## src/rtl/instr_fetch_pkg.sv

```systemverilog
// Shared jacaranda-8 defines: datapath widths, fetch defaults and small helpers
// used by the fetch unit, decoder and core.
package instr_fetch_pkg;

  localparam int XLEN          = 8;
  localparam int DROP_W        = 8;
  localparam int BUF_DEPTH_DEF = 2;

  typedef logic [XLEN-1:0] word_t;

  localparam word_t RESET_PC_DEF = 8'h00;

  typedef struct packed {
    logic  valid;
    word_t data;
  } imem_rsp_t;

  function automatic word_t pc_next(input word_t pc);
    return pc + word_t'(1);
  endfunction

endpackage

```

## src/rtl/instr_fetch_fifo.sv

```systemverilog
// Instruction buffer between the memory response port and decode.
// Power-of-two depth so the pointers wrap for free; flush empties it in one cycle.
module fetch_fifo #(
  parameter  int DEPTH = 2,
  parameter  int DW    = 8,
  localparam int PW    = $clog2(DEPTH),
  localparam int CW    = PW + 1
) (
  input  logic          clock,
  input  logic          reset_n,
  input  logic          push,
  input  logic [DW-1:0] push_data,
  input  logic          pop,
  input  logic          flush,
  output logic [DW-1:0] pop_data,
  output logic          full,
  output logic          empty,
  output logic [CW-1:0] count
);

  logic [DEPTH-1:0][DW-1:0] mem;
  logic [PW-1:0]            wr_ptr;
  logic [PW-1:0]            rd_ptr;
  logic                     do_push;
  logic                     do_pop;

  assign empty    = (count == '0);
  assign full     = (count == CW'(DEPTH));
  assign do_pop   = pop & ~empty;
  // A full buffer still takes a push when the head leaves in the same cycle.
  assign do_push  = push & (~full | do_pop);
  assign pop_data = mem[rd_ptr];

  always_ff @(posedge clock or negedge reset_n) begin
    if (!reset_n) begin
      mem    <= '0;
      wr_ptr <= '0;
      rd_ptr <= '0;
      count  <= '0;
    end else if (flush) begin
      wr_ptr <= '0;
      rd_ptr <= '0;
      count  <= '0;
    end else begin
      if (do_push) begin
        mem[wr_ptr] <= push_data;
        wr_ptr      <= wr_ptr + PW'(1);
      end
      if (do_pop) rd_ptr <= rd_ptr + PW'(1);
      count <= count + CW'(do_push) - CW'(do_pop);
    end
  end

endmodule

```

## src/rtl/instr_fetch.sv

```systemverilog
// In-order instruction fetch: issues byte fetches, buffers responses for decode,
// and squashes in-flight responses after a redirect.
module instr_fetch
  import instr_fetch_pkg::*;
#(
  parameter logic [XLEN-1:0] RESET_PC  = RESET_PC_DEF,
  parameter int              BUF_DEPTH = BUF_DEPTH_DEF
) (
  input  logic            clock,
  input  logic            reset_n,
  output logic            imem_req,
  output logic [XLEN-1:0] imem_addr,
  input  logic            imem_gnt,
  input  logic            imem_rvalid,
  input  logic [XLEN-1:0] imem_rdata,
  output logic            instr_valid,
  output logic [XLEN-1:0] instr,
  output logic [XLEN-1:0] instr_pc,
  input  logic            instr_ready,
  input  logic            redirect,
  input  logic [XLEN-1:0] redirect_pc
);

  localparam int CW = $clog2(BUF_DEPTH) + 1;
  localparam int SW = CW + 1;

  logic            run;
  word_t           fetch_pc;
  word_t           deliver_pc;
  logic [CW-1:0]   outstanding;
  logic [DROP_W-1:0] drop_cnt;

  imem_rsp_t       rsp;
  logic            gnt_fire;
  logic            rsp_drop;
  logic            rsp_acc;
  logic            rsp_used;
  logic            push;
  logic            pop;
  logic [SW-1:0]   in_flight;

  logic [CW-1:0]   buf_count;
  logic            buf_full;
  logic            buf_empty;
  word_t           buf_head;

  assign rsp = '{valid: imem_rvalid, data: imem_rdata};

  // run holds requests off until the first edge after reset release.
  assign in_flight = SW'(outstanding) + SW'(buf_count);
  assign imem_req  = run & ~redirect & (in_flight < SW'(BUF_DEPTH));
  assign imem_addr = fetch_pc;
  assign gnt_fire  = imem_req & imem_gnt;

  // Stale responses are consumed first; an rvalid with nothing owed is ignored.
  assign rsp_drop  = rsp.valid & (drop_cnt != '0);
  assign rsp_acc   = rsp.valid & (drop_cnt == '0) & (outstanding != '0);
  assign rsp_used  = rsp_drop | rsp_acc;
  assign push      = rsp_acc & ~redirect & (~buf_full | pop);

  assign instr_valid = ~buf_empty & ~redirect;
  assign instr       = buf_head;
  assign instr_pc    = deliver_pc;
  assign pop         = instr_valid & instr_ready;

  fetch_fifo #(
    .DEPTH (BUF_DEPTH),
    .DW    (XLEN)
  ) u_fifo (
    .clock     (clock),
    .reset_n   (reset_n),
    .push      (push),
    .push_data (rsp.data),
    .pop       (pop),
    .flush     (redirect),
    .pop_data  (buf_head),
    .full      (buf_full),
    .empty     (buf_empty),
    .count     (buf_count)
  );

  always_ff @(posedge clock or negedge reset_n) begin
    if (!reset_n) begin
      run         <= 1'b0;
      fetch_pc    <= RESET_PC;
      deliver_pc  <= RESET_PC;
      outstanding <= '0;
      drop_cnt    <= '0;
    end else begin
      run <= 1'b1;
      if (redirect) begin
        fetch_pc    <= redirect_pc;
        deliver_pc  <= redirect_pc;
        outstanding <= '0;
        // Everything still owed by memory becomes stale, including drops
        // left over from an earlier redirect.
        drop_cnt    <= drop_cnt + DROP_W'(outstanding) - DROP_W'(rsp_used);
      end else begin
        if (gnt_fire) fetch_pc   <= pc_next(fetch_pc);
        if (pop)      deliver_pc <= pc_next(deliver_pc);
        outstanding <= outstanding + CW'(gnt_fire) - CW'(rsp_acc);
        if (rsp_drop) drop_cnt <= drop_cnt - DROP_W'(1);
      end
    end
  end

endmodule

```

## config.mk

```make
export PLATFORM = sky130hd
export DESIGN_NAME = instr_fetch
export DESIGN_NICKNAME = d
export VERILOG_FILES = /design/src/rtl/instr_fetch_pkg.sv /design/src/rtl/instr_fetch_fifo.sv /design/src/rtl/instr_fetch.sv
export SDC_FILE = /design/constraint.sdc
export NUM_CORES = 1
export LEC_CHECK = 0
export ABC_AREA = 0
export BUFFER_PORTS_ARGS = -buffer_cell sky130_fd_sc_hd__buf_2
export CAP_MARGIN = 40
export CORE_UTILIZATION = 61
export CTS_CLUSTER_DIAMETER = 120
export DETAILED_ROUTE_END_ITERATION = 12
export PLACE_DENSITY_LB_ADDON = 0.25
export SYNTH_ARGS = -nofsm -noshare
export SYNTH_HDL_FRONTEND = slang
export SYNTH_SLANG_ARGS = --single-unit
```

## constraint.sdc

```tcl
create_clock -name clock -period 7.1 [get_ports clock]
set_input_delay 2.13 -clock clock [delete_from_list [all_inputs] [get_ports clock]]
set_output_delay 2.13 -clock clock [all_outputs]
set_load 0.1 [all_outputs]
```

==> flow_metrics.py, run 1 <==
metrics = {
    "clocking": {
        "post_cts_resized": 0,
        "cts_root_buf": "clkbuf_8",
        "clock_sinks": 47,
        "cts_buffers": 5,
        "tritoncts": "built",
        "clk_latency_ns": 0.30,
        "post_cts_buffers": 0,
        "ctsHoldBuffers": 0,
        "h-tree-depth": 2,
        "path_clk_slew_ns": 0.09,
        "cts_buffer_depth": 2,
    },
    "yosys": {
        "ys_seq_area_share_pct": 40.7,
        "yosys_warnings": 0,
        "synth_nets": 329,
        "ys.flop_type": "dfrtp_1",
        "async_flop_share_pct": 100,
        "synth-seq-cells": 47,
        "synth_cell_type_count": 41,
        "syn_inst": 281,
        "syn_avg_cell_area_um2": 10.3,
        "netlist_area_mm2": 0.00289,
        "synth_edf_count": 0,
    },
    "power_and_ir_drop": {
        "swShare_pct": 41.8,
        "p_per_area_mw_per_mm2": 324,
        "p_int_w": 0.000617,
        "switchingPower_w": 0.000443,
        "power_w": 0.00106,
        "peakVddDrop_uv": 193,
        "power_frac_clock_pct": 19.8,
        "seq_power_share_pct": 31.8,
        "p_comb_share_pct": 48.4,
        "leakage_nw": 1.69,
    },
    "place": {
        "place_hpwl_um": 4200,
        "place.gp.congestion": 0.856,
        "io_buffers": 47,
    },
    "critical_path": {
        "worst-setup-path-type": "in2out",
        "worstSetupEndpointType": "output pin",
        "path_max_fanout": 28,
        "critPathMaxStageDelay_ns": 0.46,
        "worst-path-buf-inv": 2,
        "critPathSlowestCell": "buf_2",
        "worstPathArrival_ns": 3.18,
        "startpoint": "redirect",
        "setup.worst_path.start_class": "input port",
        "crit-reg2reg-launch": "drop_cnt[5]",
        "crit_chain": "buf_2 > nor4b_4 > buf_2",
        "critPathTopFamily": "buffers and inverters",
        "worstPathRequired_ns": 4.97,
        "cpMostUsedCell": "buf_2",
    },
    "grt": {
        "grt-busiest-layer": "met2",
        "grt_pass1_wl_um": 9240,
        "grt-ovfl-total": 0,
        "met2_usage_pct": 36.2,
        "grt_start_max_net_pins": 38,
        "met1_usage_pct": 35.2,
        "antenna_found_initial": 0,
        "grt_pass1_vias": 1961,
        "grt_use_total_pct": 23.9,
        "use_met3_pct": 4.99,
    },
    "drt": {
        "finalWirelength_um": 5480,
        "ant_nets": 0,
        "routedWlPerCell_um": 14.4,
        "vias_per_cell": 5.53,
        "dr.pass1.iters": 6,
        "drt_iter0_drc": 187,
        "remaining_drc_errors": 0,
        "vias": 2107,
    },
    "finish": {
        "drive_gt1_share_pct": 26.7,
        "nets": 376,
        "n_fill_cell": 342,
        "layout_common_cells": "dfrtp_1, buf_2, inv_1",
        "n_antenna_cell": 0,
        "area_growth_pct": 13.5,
        "seqCellArea_mm2": 0.00118,
        "multiInputGateArea_mm2": 0.00155,
    },
    "run_status": {
        "status": "completed",
    },
    "timing": {
        "finalSetupTns_ns": 0,
        "slew_violations": 0,
        "slew_headroom_pct": 63.0,
        "worst_pin_slew_ns": 0.550,
        "min_period_over_period_pct": 74.8,
        "skew_ns": 0.00257,
        "setup_violations": 0,
        "grt_setup_unrepaired": "no",
        "fmax_ghz": 0.188,
        "period_needed_ns": 5.31,
        "finalHoldViolCount": 0,
    },
    "die": {
        "start_util_pct": 64.9,
        "die_y_um": 70.8,
        "top_level_ports": 48,
        "rows": 24,
        "fp.dieW_um": 70.8,
        "dieArea_mm2": 0.00501,
        "coreArea_mm2": 0.00444,
    },
    "worst_hold_path": {
        "hp-start": "u_fifo.mem[14]",
        "hold_path_class": "reg2reg",
    },
    "job": {
        "maxCapViolations": 0,
    },
}
-- cell families after synthesis --
| family | count (synthesis) | share of synthesized area [%] |
|---|---|---|
| AOI/OAI and AO/OA | 41 | 8.93 |
| xor gates and xnor gates | 24 | 7.28 |
| adders and majority gates | 26 | 11.8 |
| buffers and inverters | 35 | 5.50 |
| DFF | 47 | 40.7 |
| muxes | 30 | 11.4 |
| other | 1 | 0.130 |
| and+or+nand+nor | 77 | 14.2 |
-- flip-flops by register name, summed over array words and instances, names as in the netlist --
register and count:
drop_cnt 8, imem_addr 8, instr_pc 8, outstanding 2, run 1, u_fifo.count 2, u_fifo.mem 16, u_fifo.rd_ptr 1
u_fifo.wr_ptr 1
-- metal layers --
layer | vias to the layer above | share of wire (%)
met1 | 999 | 49
met4 | 0 | 1.3
li1 | 1056 | -
met3 | 7 | 3.6
met5 | - | 0
met2 | 45 | 46
-- area by class of cell --
cell class              instances  share of cell area (%)
clock buffers                   6                    2.52
clock inverters                 2                    1.18
inverters                      27                    3.25
multi-input cells             199                    47.4
flip-flops and latches         47                    35.9
well taps                      52                    1.99
repair buffers                 48                    7.79
-- power groups by stage --
stage	clock, W	sequential (W)	combinational [W]
after global placement	0	0.000338	0.000495
after CTS	0.000214	0.000336	0.000512
after global routing	0.000224	0.000341	0.000577
after floorplan	0	0.000399	0.000348
final	0.000210	0.000337	0.000513
after detailed placement	0	0.000340	0.000509
-- synth_stat cells, types with 6 or more instances --
cell type	instances	share of area, %
xor2_1	6	1.8
nor2_1	18	2.3
nand3_1	8	1.4
xnor2_1	18	5.5
dfrtp_1	47	41
ha_1	24	10
mux2i_1	6	2.1
nand2_1	24	3.1
mux2_2	24	9.4
a21oi_1	7	1.2
o21ai_0	16	2.8
inv_1	26	3.4
-- final timing paths --
kind                                       end  slack [ns]  cells after the start
worst max register to register     drop_cnt[6]        3.75                     15
worst min register to register  u_fifo.mem[14]        0.51                      1
worst max-delay path                  imem_req        1.79                      3
min in group asynchronous        u_fifo.mem[8]        1.69                      1
max in group asynchronous        u_fifo.mem[0]        4.93                      2
worst min-delay path            u_fifo.mem[14]        0.51                      1
-- metrics by stage --
step                      worst slack (ns)  util (%)  area [um2]  std cells  hold slack (ns)
after floorplan                       1.61         -        2890        281            0.474
after global placement                1.78      70.5        3130        372            0.485
after detailed placement              1.78      71.0        3150        373            0.494
after CTS                             1.78      73.7        3280        381            0.516
after global routing                  1.72      73.7        3280        381            0.528
final                                 1.79      73.7        3280        381            0.510
No activity file was read; power rests on OpenSTA's default activity.
==> run 2: changes to the inputs <==
CORE_UTILIZATION = 51   (was 61)
clock period = 4.77 ns   (was 7.1 ns; I/O delays follow)
==> flow_metrics.py, run 2 (same netlist as run 1, synthesis figures left out) <==
metrics = {
    "grt": {
        "grt_pass1_wl_um": 9960,
        "grt_pass1_vias": 2176,
        "antenna_found_initial": 0,
        "grt-busiest-layer": "met2",
        "met2_usage_pct": 37.7,
        "use_met3_pct": 3.10,
        "grt_start_max_net_pins": 38,
        "met1_usage_pct": 25.9,
        "grt-ovfl-total": 0,
        "grt_use_total_pct": 21.1,
    },
    "die": {
        "top_level_ports": 48,
        "coreArea_mm2": 0.00547,
        "start_util_pct": 52.7,
        "fp.dieW_um": 77.2,
        "die_y_um": 77.2,
        "dieArea_mm2": 0.00596,
        "rows": 27,
    },
    "critical_path": {
        "cpMostUsedCell": "buf_2",
        "worstSetupEndpointType": "output pin",
        "crit_chain": "buf_2 > nor4b_4 > buf_2",
        "setup.worst_path.start_class": "input port",
        "path_max_fanout": 28,
        "critPathMaxStageDelay_ns": 0.46,
        "worst-setup-path-type": "in2out",
        "r2r_end": "drop_cnt[6]",
        "reg2reg_depth": 15,
        "crit-reg2reg-launch": "drop_cnt[5]",
        "worst-r2r-setup-slack_ns": 1.51,
        "worstPathArrival_ns": 2.53,
        "worstPathRequired_ns": 3.34,
        "critPathSlowestCell": "buf_2",
    },
    "place": {
        "io_buffers": 47,
        "place_ws_ns": 0.816,
        "place_hpwl_um": 4380,
        "place_area_mm2": 0.00318,
        "dpl.cell_count": 393,
        "place.gp.congestion": 0.774,
    },
    "power_and_ir_drop": {
        "peakVddDrop_uv": 353,
        "leakage_nw": 1.67,
        "p_per_area_mw_per_mm2": 457,
    },
    "timing": {
        "worst_pin_slew_ns": 0.534,
        "fmax_ghz": 0.253,
        "skew_ns": 0.0113,
        "period_needed_ns": 3.96,
        "setup_violations": 0,
        "min_period_over_period_pct": 82.9,
        "worst_slack_ns": 0.814,
        "slew_headroom_pct": 64.4,
        "slew_violations": 0,
        "grt_setup_unrepaired": "no",
        "finalHoldViolCount": 0,
        "finalSetupTns_ns": 0,
    },
    "drt": {
        "remaining_drc_errors": 0,
        "vias_per_cell": 5.35,
        "dr.pass1.iters": 6,
        "routedWlPerCell_um": 14.3,
        "finalWirelength_um": 5720,
        "vias": 2140,
        "drt_iter0_drc": 91,
        "ant_nets": 0,
    },
    "clocking": {
        "post_cts_buffers": 0,
        "cts_buffers": 5,
        "cts_root_buf": "clkbuf_8",
        "h-tree-depth": 2,
        "cts_buffer_depth": 2,
        "clock_sinks": 47,
        "clk_latency_ns": 0.30,
        "post_cts_resized": 0,
        "ctsHoldBuffers": 0,
        "path_clk_slew_ns": 0.08,
        "tritoncts": "built",
    },
    "finish": {
        "nets": 376,
        "fin_area_mm2": 0.00326,
        "largest_reg_flops": 16,
        "top_register": "u_fifo.mem",
        "area_growth_pct": 13.0,
        "layout_common_cells": "dfrtp_1, buf_2, inv_1",
        "drive_gt1_share_pct": 26.5,
        "finish.utilization_pct": 59.6,
        "instances_no_fill": 400,
        "n_antenna_cell": 0,
    },
    "worst_hold_path": {
        "min_path_cells": 1,
        "min_to": "u_fifo.mem[6]",
        "hp-start": "u_fifo.mem[6]",
        "hold_path_class": "reg2reg",
    },
    "job": {
        "maxCapViolations": 0,
    },
    "run_status": {
        "status": "completed",
    },
}
-- run 2: cell types whose count changed in the layout (fill, tap and decap cells not counted), sizes merged --
cell | before | now
clkinv | 0 | 2
inv | 28 | 27
bufinv | 1 | 0
clkbuf | 6 | 5
-- run 2: per-layer routing --
metal / wire [um] / part of all wire, %
met4: 76 / 1.3
met1: 2510 / 44
met5: 0 / 0
met3: 177 / 3.1
met2: 2960 / 52
-- run 2: critical path, delay by kind of cell --
kind          cells  cell delay, ns
buf+inv           2            0.74
simple gates      1            0.34
-- run 2: worst max-delay path by stage --
stage / slack, ns / startpoint / end / depth (start not counted)
6_report: 0.81 / redirect / imem_req / 3
3_3_place_gp: 0.84 / redirect / imem_req / 3
3_5_place_dp: 0.82 / redirect / imem_req / 3
5_1_grt: 0.77 / redirect / imem_req / 3
2_1_floorplan: 0.68 / redirect / imem_req / 2
4_1_cts: 0.81 / redirect / imem_req / 3
-- run 2: through the flow --
| stage | total power (W) | hold slack (ns) |
|---|---|---|
| finish | 0.00149 | 0.511 |
| global route | 0.00163 | 0.529 |
| CTS | 0.00151 | 0.513 |
| detailed placement | 0.00127 | 0.492 |
| global placement | 0.00125 | 0.483 |
| floorplan | 0.00111 | 0.474 |
-- run 2: final cells by class --
type / instances / area (um2)
clock buffers: 5 / 68.8
inverters: 27 / 106
well taps: 72 / 90.1
flip-flops and latches: 47 / 1180
clock inverters: 2 / 13.8
repair buffers: 48 / 255
fillers: 504 / 2210
multi-input cells: 199 / 1550
-- run 2: power by group --
group | internal [W] | switching, W | leakage (nW) | total [W]
Clock | 0.000100 | 0.000133 | 0.0440 | 0.000233
Sequential | 0.000454 | 0.0000477 | 0.604 | 0.000502
Combinational | 0.000291 | 0.000466 | 1.02 | 0.000757
Total | 0.000845 | 0.000647 | 1.67 | 0.00149
==> run 3: changes to the inputs <==
CORE_UTILIZATION = 56   (was 51)
clock period = 3.95 ns   (was 4.77 ns; I/O delays follow)
==> flow_metrics.py, run 3 (same netlist as run 1, synthesis figures left out) <==
metrics = {
    "run_status": {
        "status": "completed",
    },
    "timing": {
        "finalHoldViolCount": 0,
        "grt_setup_unrepaired": "no",
        "setup_violations": 0,
        "min_period_over_period_pct": 85.4,
        "worst_slack_ns": 0.577,
        "slew_violations": 0,
        "whs_ns": 0.507,
        "fmax_ghz": 0.296,
        "skew_ns": 0.00745,
        "period_needed_ns": 3.37,
        "finalSetupTns_ns": 0,
    },
    "power_and_ir_drop": {
        "p_int_w": 0.00105,
        "power_frac_clock_pct": 16.8,
        "power_w": 0.00183,
        "switchingPower_w": 0.000780,
        "p_per_area_mw_per_mm2": 556,
        "p_comb_share_pct": 50.3,
        "swShare_pct": 42.7,
        "peakVddDrop_uv": 328,
        "seq_power_share_pct": 32.9,
        "leakage_nw": 1.69,
    },
    "drt": {
        "vias": 2097,
        "ant_nets": 0,
        "drt_iter0_drc": 68,
        "vias_per_cell": 5.27,
        "remaining_drc_errors": 0,
        "dr.pass1.iters": 4,
        "finalWirelength_um": 5450,
        "routedWlPerCell_um": 13.7,
    },
    "grt": {
        "grt-ovfl-total": 0,
        "grt_start_max_net_pins": 34,
        "grt_use_total_pct": 22.0,
        "antenna_found_initial": 0,
        "grt_pass1_vias": 2042,
        "grt_pass1_wl_um": 9050,
    },
    "die": {
        "rows": 25,
        "dieArea_mm2": 0.00545,
        "die_y_um": 73.8,
        "coreArea_mm2": 0.00485,
        "fp.dieW_um": 73.8,
        "top_level_ports": 48,
        "start_util_pct": 59.5,
    },
    "critical_path": {
        "path_max_fanout": 4,
        "setup.worst_path.start_class": "flop",
        "worst-setup-path-type": "reg2out",
        "worstPathArrival_ns": 2.19,
        "worstPathRequired_ns": 2.76,
        "critPathSlowestCell": "fa_1",
        "startpoint": "outstanding[0]",
        "critPathMaxStageDelay_ns": 0.48,
        "crit_chain": "and2_1 > fa_1 > nor4b_4 > buf_2",
        "reg2reg_depth": 15,
        "worstSetupEndpointType": "output pin",
        "crit-reg2reg-launch": "drop_cnt[5]",
    },
    "clocking": {
        "path_clk_slew_ns": 0.09,
        "ctsHoldBuffers": 0,
        "post_cts_buffers": 0,
        "cts_buffers": 5,
        "clock_sinks": 47,
        "post_cts_resized": 0,
        "clk_latency_ns": 0.30,
        "cts_root_buf": "clkbuf_8",
        "cts_buffer_depth": 2,
        "tritoncts": "built",
        "h-tree-depth": 2,
    },
    "finish": {
        "layout_common_cells": "dfrtp_1, buf_2, inv_1",
        "drive_gt1_share_pct": 27.2,
        "top_register": "u_fifo.mem",
        "n_antenna_cell": 0,
        "largest_reg_flops": 16,
        "nets": 378,
        "n_fill_cell": 389,
        "fin_area_mm2": 0.00328,
        "area_growth_pct": 13.8,
    },
    "worst_hold_path": {
        "min_path_cells": 1,
        "hold_path_class": "reg2reg",
        "hp-start": "u_fifo.mem[3]",
    },
    "place": {
        "place.gp.congestion": 0.829,
        "place_hpwl_um": 4170,
        "place_area_mm2": 0.00319,
        "place_ws_ns": 0.482,
        "io_buffers": 47,
    },
    "job": {
        "maxCapViolations": 0,
    },
}
-- run 3: changes by cell type in the layout (fill, tap and decap cells not counted), sizes merged --
cell / before / now
inv: 27 / 28
buf: 48 / 50
clkbuf: 5 / 6
clkinv: 2 / 1
-- run 3: cell type report --
type | count | area [um2] | share of cell area (%)
Multi-Input combinational cell | 199 | 1550 | 47.2
Sequential cell | 47 | 1180 | 35.8
Timing Repair Buffer | 50 | 270 | 8.23
Inverter | 27 | 106 | 3.24
Tap cell | 67 | 83.8 | 2.55
Clock buffer | 6 | 82.6 | 2.51
Clock inverter | 2 | 13.8 | 0.419
-- run 3: power groups by stage --
stage / Clock (W) / Combinational [W] / Sequential [W]
2_1_floorplan: 0 / 0.000626 / 0.000718
3_5_place_dp: 0 / 0.000917 / 0.000611
5_1_grt: 0.000334 / 0.00103 / 0.000612
4_1_cts: 0.000318 / 0.000927 / 0.000601
3_3_place_gp: 0 / 0.000899 / 0.000607
6_report: 0.000306 / 0.000919 / 0.000600
-- run 3: layer usage --
metal	global-route usage (%)	vias up	share of wire (%)
met3	4.66	9	3.2
met4	7.05	0	1.5
met2	36.5	39	48
met5	0	-	0
li1	-	1051	-
met1	28.6	998	48
-- run 3: final timing paths --
path                                 end  slack (ns)
setup / recovery                imem_req        0.58
hold / removal             u_fifo.mem[3]        0.51
setup reg to reg             drop_cnt[6]        0.70
hold reg to reg            u_fifo.mem[3]        0.51
max in group asynchronous    drop_cnt[2]        2.67
min in group asynchronous   imem_addr[6]        0.79
-- run 3: worst max-delay path, delay by kind of cell, from the launching register on --
family | cells | cell delay (ns)
fa+ha+maj | 1 | 0.48
buf+inv | 1 | 0.48
flops | 1 | 0.43
simple gates | 2 | 0.50
-- run 3: through the flow --
step                std cells  utilization, %
finish                    398            67.7
global route              398            67.7
CTS                       398            67.7
detailed placement        390            65.8
global placement          389            65.3
floorplan                 281               -
